--- config.mk ---
export PLATFORM = sky130hd
export DESIGN_NAME = mem_stage
export DESIGN_NICKNAME = d
export VERILOG_FILES = /design/src/rtl/mem_stage.sv
export SDC_FILE = /design/constraint.sdc
export NUM_CORES = 1
export LEC_CHECK = 0
export ABC_AREA = 1
export CORE_UTILIZATION = 44
export DETAILED_ROUTE_END_ITERATION = 6
export PLACE_DENSITY = 0.82
export SYNTH_ARGS = -nofsm -noshare
export SYNTH_HDL_FRONTEND = slang
export SYNTH_SLANG_ARGS = --single-unit
export TNS_END_PERCENT = 100
--- constraint.sdc ---
create_clock -name clk -period 1.69 [get_ports clk]
set_input_delay 0.2535 -clock clk [delete_from_list [all_inputs] [get_ports clk]]
set_output_delay 0.2535 -clock clk [all_outputs]
set_load 0.02 [all_outputs]
--- src/rtl/mem_stage.sv ---
// Memory-access stage of the RV32 pipeline: ALU results pass through, loads/stores
// run a req/ready/rvalid handshake with data memory and stall EX/M until done.
module mem_stage #(
   parameter int unsigned ADDR_W = 32
) (
   input  logic              clk,
   input  logic              rst,
   input  logic              in_valid,
   input  logic [4:0]        rd_addr_in,
   input  logic [31:0]       rd_in,
   input  logic              writeback_en_in,
   input  logic              writeback_from_mem_in,
   input  logic              store_en_in,
   input  logic [31:0]       store_data_in,
   input  logic [1:0]        mem_size_in,
   input  logic              mem_unsigned_in,
   output logic              stall,
   output logic              dmem_req,
   output logic              dmem_we,
   output logic [ADDR_W-1:0] dmem_addr,
   output logic [31:0]       dmem_wdata,
   output logic [3:0]        dmem_be,
   input  logic              dmem_ready,
   input  logic              dmem_rvalid,
   input  logic [31:0]       dmem_rdata,
   output logic              wb_valid,
   output logic [4:0]        wb_rd_addr,
   output logic [31:0]       wb_data,
   output logic              wb_en,
   output logic              misalign_fault
);

   typedef enum logic [1:0] {S_IDLE, S_REQ, S_WAIT} state_t;

   state_t state_q, state_d;

   // captured request
   logic [ADDR_W-1:0] addr_q, addr_d;
   logic [1:0]        size_q, size_d;
   logic              uns_q, uns_d;
   logic [4:0]        rd_q, rd_d;
   logic              wben_q, wben_d;
   logic              we_q, we_d;
   logic [3:0]        be_q, be_d;
   logic [31:0]       wdata_q, wdata_d;

   // writeback
   logic              wb_valid_q, wb_valid_d;
   logic [4:0]        wb_rd_q, wb_rd_d;
   logic [31:0]       wb_data_q, wb_data_d;
   logic              wb_en_q, wb_en_d;
   logic              fault_q, fault_d;

   logic              cap_en;
   logic              mem_op;
   logic              misaligned;
   logic [ADDR_W-1:0] eff_addr;
   logic [3:0]        req_be;
   logic [31:0]       req_wdata;
   logic [31:0]       rdata_sh;
   logic [31:0]       load_res;

   assign eff_addr = rd_in[ADDR_W-1:0];
   assign mem_op   = in_valid & (writeback_from_mem_in | store_en_in);

   // size 11 behaves as word, so bit 1 alone selects word
   assign misaligned = (mem_size_in == 2'b01 && eff_addr[0]) ||
                       (mem_size_in[1] && eff_addr[1:0] != 2'b00);

   always_comb begin
      req_be    = 4'b1111;
      req_wdata = store_data_in;
      case (mem_size_in)
         2'b00: begin
            req_be    = 4'b0001 << eff_addr[1:0];
            req_wdata = {4{store_data_in[7:0]}};
         end
         2'b01: begin
            req_be    = 4'b0011 << eff_addr[1:0];
            req_wdata = {2{store_data_in[15:0]}};
         end
         default: begin
            req_be    = 4'b1111;
            req_wdata = store_data_in;
         end
      endcase
   end

   assign rdata_sh = dmem_rdata >> {addr_q[1:0], 3'b000};

   always_comb begin
      load_res = rdata_sh;
      case (size_q)
         2'b00:   load_res = uns_q ? {24'd0, rdata_sh[7:0]}
                                   : {{24{rdata_sh[7]}}, rdata_sh[7:0]};
         2'b01:   load_res = uns_q ? {16'd0, rdata_sh[15:0]}
                                   : {{16{rdata_sh[15]}}, rdata_sh[15:0]};
         default: load_res = rdata_sh;
      endcase
   end

   // state register
   always_ff @(posedge clk) begin
      if (!rst) state_q <= S_IDLE;
      else      state_q <= state_d;
   end

   // next-state logic
   always_comb begin
      state_d = state_q;
      case (state_q)
         S_IDLE: if (mem_op && !misaligned) state_d = S_REQ;
         S_REQ:  if (dmem_ready) state_d = we_q ? S_IDLE : S_WAIT;
         S_WAIT: if (dmem_rvalid) state_d = S_IDLE;
         default: state_d = S_IDLE;
      endcase
   end

   // output / datapath next-state logic
   always_comb begin
      stall      = 1'b0;
      cap_en     = 1'b0;
      wb_valid_d = 1'b0;
      wb_en_d    = 1'b0;
      fault_d    = 1'b0;
      wb_data_d  = wb_data_q;
      wb_rd_d    = wb_rd_q;
      case (state_q)
         S_IDLE: begin
            if (in_valid && !mem_op) begin
               wb_valid_d = 1'b1;
               wb_data_d  = rd_in;
               wb_rd_d    = rd_addr_in;
               wb_en_d    = writeback_en_in;
            end else if (mem_op && misaligned) begin
               wb_valid_d = 1'b1;
               fault_d    = 1'b1;
            end else if (mem_op) begin
               stall  = 1'b1;
               cap_en = 1'b1;
            end
         end
         S_REQ: begin
            stall = !(we_q && dmem_ready);
            if (we_q && dmem_ready) wb_valid_d = 1'b1;
         end
         S_WAIT: begin
            stall = !dmem_rvalid;
            if (dmem_rvalid) begin
               wb_valid_d = 1'b1;
               wb_data_d  = load_res;
               wb_rd_d    = rd_q;
               wb_en_d    = wben_q;
            end
         end
         default: stall = 1'b0;
      endcase
   end

   // store wins when both load and store flags are set
   always_comb begin
      addr_d  = cap_en ? eff_addr        : addr_q;
      size_d  = cap_en ? mem_size_in     : size_q;
      uns_d   = cap_en ? mem_unsigned_in : uns_q;
      rd_d    = cap_en ? rd_addr_in      : rd_q;
      wben_d  = cap_en ? writeback_en_in : wben_q;
      we_d    = cap_en ? store_en_in     : we_q;
      be_d    = cap_en ? req_be          : be_q;
      wdata_d = cap_en ? req_wdata       : wdata_q;
   end

   always_ff @(posedge clk) begin
      if (!rst) begin
         addr_q     <= '0;
         size_q     <= 2'b00;
         uns_q      <= 1'b0;
         rd_q       <= 5'd0;
         wben_q     <= 1'b0;
         we_q       <= 1'b0;
         be_q       <= 4'd0;
         wdata_q    <= 32'd0;
         wb_valid_q <= 1'b0;
         wb_rd_q    <= 5'd0;
         wb_data_q  <= 32'd0;
         wb_en_q    <= 1'b0;
         fault_q    <= 1'b0;
      end else begin
         addr_q     <= addr_d;
         size_q     <= size_d;
         uns_q      <= uns_d;
         rd_q       <= rd_d;
         wben_q     <= wben_d;
         we_q       <= we_d;
         be_q       <= be_d;
         wdata_q    <= wdata_d;
         wb_valid_q <= wb_valid_d;
         wb_rd_q    <= wb_rd_d;
         wb_data_q  <= wb_data_d;
         wb_en_q    <= wb_en_d;
         fault_q    <= fault_d;
      end
   end

   assign dmem_req       = (state_q == S_REQ);
   assign dmem_we        = we_q;
   assign dmem_addr      = {addr_q[ADDR_W-1:2], 2'b00};
   assign dmem_be        = be_q;
   assign dmem_wdata     = wdata_q;
   assign wb_valid       = wb_valid_q;
   assign wb_rd_addr     = wb_rd_q;
   assign wb_data        = wb_data_q;
   assign wb_en          = wb_en_q;
   assign misalign_fault = fault_q;

endmodule

==> impl_metrics.py <==
metrics = {
    "pwr": {
        "power_leakage_nw": 3.704,
        "max-vdd-ir-drop_v": 0.0007878,
        "power.density_cell_area_nw_per_um2": 1038,
    },
    "setup_path": {
        "critical_path.cell_chain": "clkdlybuf4s50_1 > nor2_2 > nor2_2 > nand3_2 > nor2_4 > inv_2 > o2111ai_2 > buf_4",
        "reg2regPathDepth": 7,
        "timing.critical_path.depth": 8,
        "critical_path.max_fanout": 2,
        "cpPeakStageDelay_ps": 440,
        "worst-path-buf-inv": 3,
        "cpMostUsedCell": "sky130_fd_sc_hd__nor2_2",
        "crit_type": "in2out",
        "critPathArrivalTime_ps": 1510,
        "timing.critical_path.required_ps": 1440,
        "critical_path.startpoint": "store_en_in",
        "r2r_start": "state_q[1]",
        "cp_top_family": "buffers and inverters",
        "cpMaxStageDelayCell": "sky130_fd_sc_hd__clkdlybuf4s50_1",
        "cp-end-kind": "primary output",
        "setup.worst_path.start_class": "primary input",
    },
    "floorplan": {
        "core-area_um2": 12620,
        "die_h_um": 115.8,
        "dieArea_um2": 13420,
        "design.portCount": 223,
        "fp-row-count": 41,
        "floorplan.die.width_um": 115.8,
        "initial_core_util_pct": 45.19,
    },
    "global_routing": {
        "antenna_found_initial": 0,
        "grt_pass1_vias": 5929,
        "grt_usage_pct": 28.97,
        "total_congestion_overflow": 0,
        "grt_pass1_wl_um": 29720,
        "grt_start_max_net_pins": 60,
    },
    "detailed_routing": {
        "firstDrtPassIters": 6,
        "viasPerCell": 5.226,
        "route.detailed.drc": 0,
        "ant_nets": 0,
        "detail_route.iter0.violations": 508,
        "route.detailed.wl_per_inst_um": 15.99,
        "via_total_after_detailed_routing": 6303,
        "drt_wl_total_um": 19280,
    },
    "timing": {
        "fin_crit_ps": 1760,
        "max_slew.worst_pin.slew_ps": 644.4,
        "finalWorstSetupSlack_ps": -70.02,
        "finClkSkew_ps": 5.123,
        "finalSetupTns_ps": -70.02,
        "rsz0062_at_grt": "yes",
        "final_min_period_over_clock_period_pct": 104.1,
        "max_freq_ghz": 0.5682,
        "hold_viol": 0,
        "fin_hold_ws_ps": 276.1,
        "slew_viol_final": 0,
        "setup_viol_count_final": 1,
        "timing.slew.headroom_pct": 57.04,
    },
    "layout": {
        "syn_to_final_growth_pct": 52.17,
        "instances_no_fill": 1206,
        "n_fill_cell": 1071,
        "utilization_pct": 68.77,
        "antenna_cells_inserted": 0,
        "nNetsFinal": 1133,
        "layout_cell_share_with_drive_strength_beyond_1_pct": 10.35,
    },
    "logic_synthesis": {
        "syn_inst": 826,
        "ys_async_sr_fraction_pct": 0,
        "number_of_synthesized_flops_with_an_enable_pin": 0,
        "synth-seq-cells": 120,
        "mean_instance_size_in_the_synthesized_netlist_um2": 6.904,
        "synth_area_um2": 5703,
        "seq_area_frac_synth_pct": 42.12,
        "synthesis.yosys.warnings": 0,
        "dominantRegCellSynth": "sky130_fd_sc_hd__dfxtp_1",
        "synth.distinct_cells": 23,
    },
    "clock_tree": {
        "cts_htree_levels": 4,
        "number_of_buffers_on_the_longest_clock_path": 2,
        "clock_tree_from_tritoncts": "yes",
        "clock_sinks": 120,
        "clk_latency_ps": 410,
        "clockRootBuffer": "sky130_fd_sc_hd__clkbuf_16",
        "post_cts_hold_fix_bufs": 0,
        "clkTransAtPathRegs_ps": 60,
        "cts_made_buffers": 17,
    },
    "placed_design": {
        "gp_congestion": 0.8715,
        "place.detailed.instances": 1173,
        "numPortBuffers": 220,
        "dp.final_hpwl_um": 13460,
    },
    "flow_run": {
        "max_cap_violations": 0,
    },
    "status": {
        "status": "finished, violations left",
        "failed_checks": "negative setup slack",
    },
    "worst_hold_path": {
        "hold_wc_startpoint": "rst",
        "hp_class": "in2reg",
        "worstHoldPathCells": 4,
    },
}
## power by group
part,switching (mW),internal (mW)
logic,1.04,0.885
registers,0.112,3.05
clock network,1.26,2.66
## synthesized netlist by cell type (2+ instances only)
master | instances | area, µm²
sky130_fd_sc_hd__o211ai_1 | 7 | 52.55
sky130_fd_sc_hd__a31oi_1 | 15 | 93.84
sky130_fd_sc_hd__buf_2 | 23 | 115.1
sky130_fd_sc_hd__nor2_1 | 91 | 341.6
sky130_fd_sc_hd__o211a_1 | 4 | 40.04
sky130_fd_sc_hd__clkbuf_1 | 32 | 120.1
sky130_fd_sc_hd__buf_4 | 34 | 255.2
sky130_fd_sc_hd__dfxtp_1 | 120 | 2402
sky130_fd_sc_hd__nand3_1 | 56 | 280.3
sky130_fd_sc_hd__or2_2 | 14 | 87.58
sky130_fd_sc_hd__a21oi_1 | 103 | 515.5
sky130_fd_sc_hd__nor2_4 | 2 | 22.52
sky130_fd_sc_hd__a211oi_1 | 3 | 22.52
sky130_fd_sc_hd__nand2_1 | 188 | 705.7
sky130_fd_sc_hd__clkinv_1 | 2 | 7.510
sky130_fd_sc_hd__inv_2 | 2 | 7.510
sky130_fd_sc_hd__inv_1 | 23 | 86.33
sky130_fd_sc_hd__o21ai_0 | 101 | 505.5
sky130_fd_sc_hd__nand3_2 | 2 | 20.02
## metrics by stage
stage / area (µm²) / power (mW) / setup slack [ps]
after floorplan: 5707 / 4.213 / 85.78
after global placement: 8008 / 5.078 / -559.5
after detailed placement: 8008 / 5.102 / -565.6
after CTS: 8676 / 9.026 / -58.28
after global routing: 8678 / 9.342 / -131.6
final: 8678 / 9.010 / -70.02
## registers in the layout (all words and copies together) (netlist names)
signal / flops
dmem_wdata: 32
dmem_we: 1
rd_q: 5
misalign_fault: 1
wben_q: 1
addr_q: 32
uns_q: 1
dmem_be: 4
state_q: 2
wb_data: 32
wb_valid: 1
size_q: 2
wb_en: 1
wb_rd_addr: 5
## path summary, 6_finish.rpt
path | to | slack [ps]
worst max register to register | dmem_wdata[6] | 160
worst max-delay path | stall | -70
worst min-delay path | dmem_wdata[5] | 280
worst min register to register | dmem_wdata[5] | 470
## per-layer routing
layer  wire (µm)  up-vias  share of wire, %  global-route usage (%)
met3        1364       48               7.1                   6.904
met2        8965      291                46                   46.79
met1        8270     2853                43                   36.24
li1            -     3111                 -                       -
met4         682        0               3.5                   14.19
met5           0        -                 0                       0
## kinds of logic (layout without fill, tap and decap cells)
family                 after synthesis  after routing  synth area share (%)
buffers and inverters              117            324                 10.44
AO/OA/AOI/OAI                      235            235                 21.81
AND/OR/NAND/NOR                    353            353                 25.56
flip-flops                         120            120                 42.12
other                                1              2               0.06576
## repair_timing
action | CTS | global route
resized for setup | 21 | 5
pin swaps | 2 | 2
setup endpoints to repair | 15 | 55
gates cloned | 0 | 0
setup buffers | 1 | 0
hold endpoints to repair | 0 | 0
## placed cells by master, fill, tap and decap left out, drive strengths merged
master         count
a31oi             15
buf               48
nand3             58
dlymetal6s2s       2
dfxtp            120
clkinv             4
inv               25
o2111ai            1
clkinvlp           1
clkbuf            25
conb               2
bufinv             4
clkdlybuf4s50    211
or2               14
o211a              4
dlygate4sd2        4
a211oi             3
o211ai             7
a21oi            103
nor2              93
o21ai            102
nand2            188
## cell type report
| type | instances | area (µm²) | area share [%] |
|---|---|---|---|
| multi-input cells | 590 | 2734 | 31.50 |
| repair buffers | 265 | 2581 | 29.74 |
| flip-flops and latches | 120 | 2404 | 27.70 |
| clock buffers | 25 | 505.5 | 5.825 |
| well taps | 172 | 215.2 | 2.480 |
| clock inverters | 7 | 137.6 | 1.586 |
| inverters | 27 | 101.3 | 1.168 |
## worst reg2reg max path: stages (launching register included)
cell and delay (ps):
sky130_fd_sc_hd__dfxtp_1 360, sky130_fd_sc_hd__nor2_1 70, sky130_fd_sc_hd__inv_1 90, sky130_fd_sc_hd__nor2_4 50, sky130_fd_sc_hd__inv_2 60, sky130_fd_sc_hd__buf_4 520
sky130_fd_sc_hd__nand2_1 130, sky130_fd_sc_hd__a21oi_1 180
Note: power is estimated with default switching activity, not from simulation.
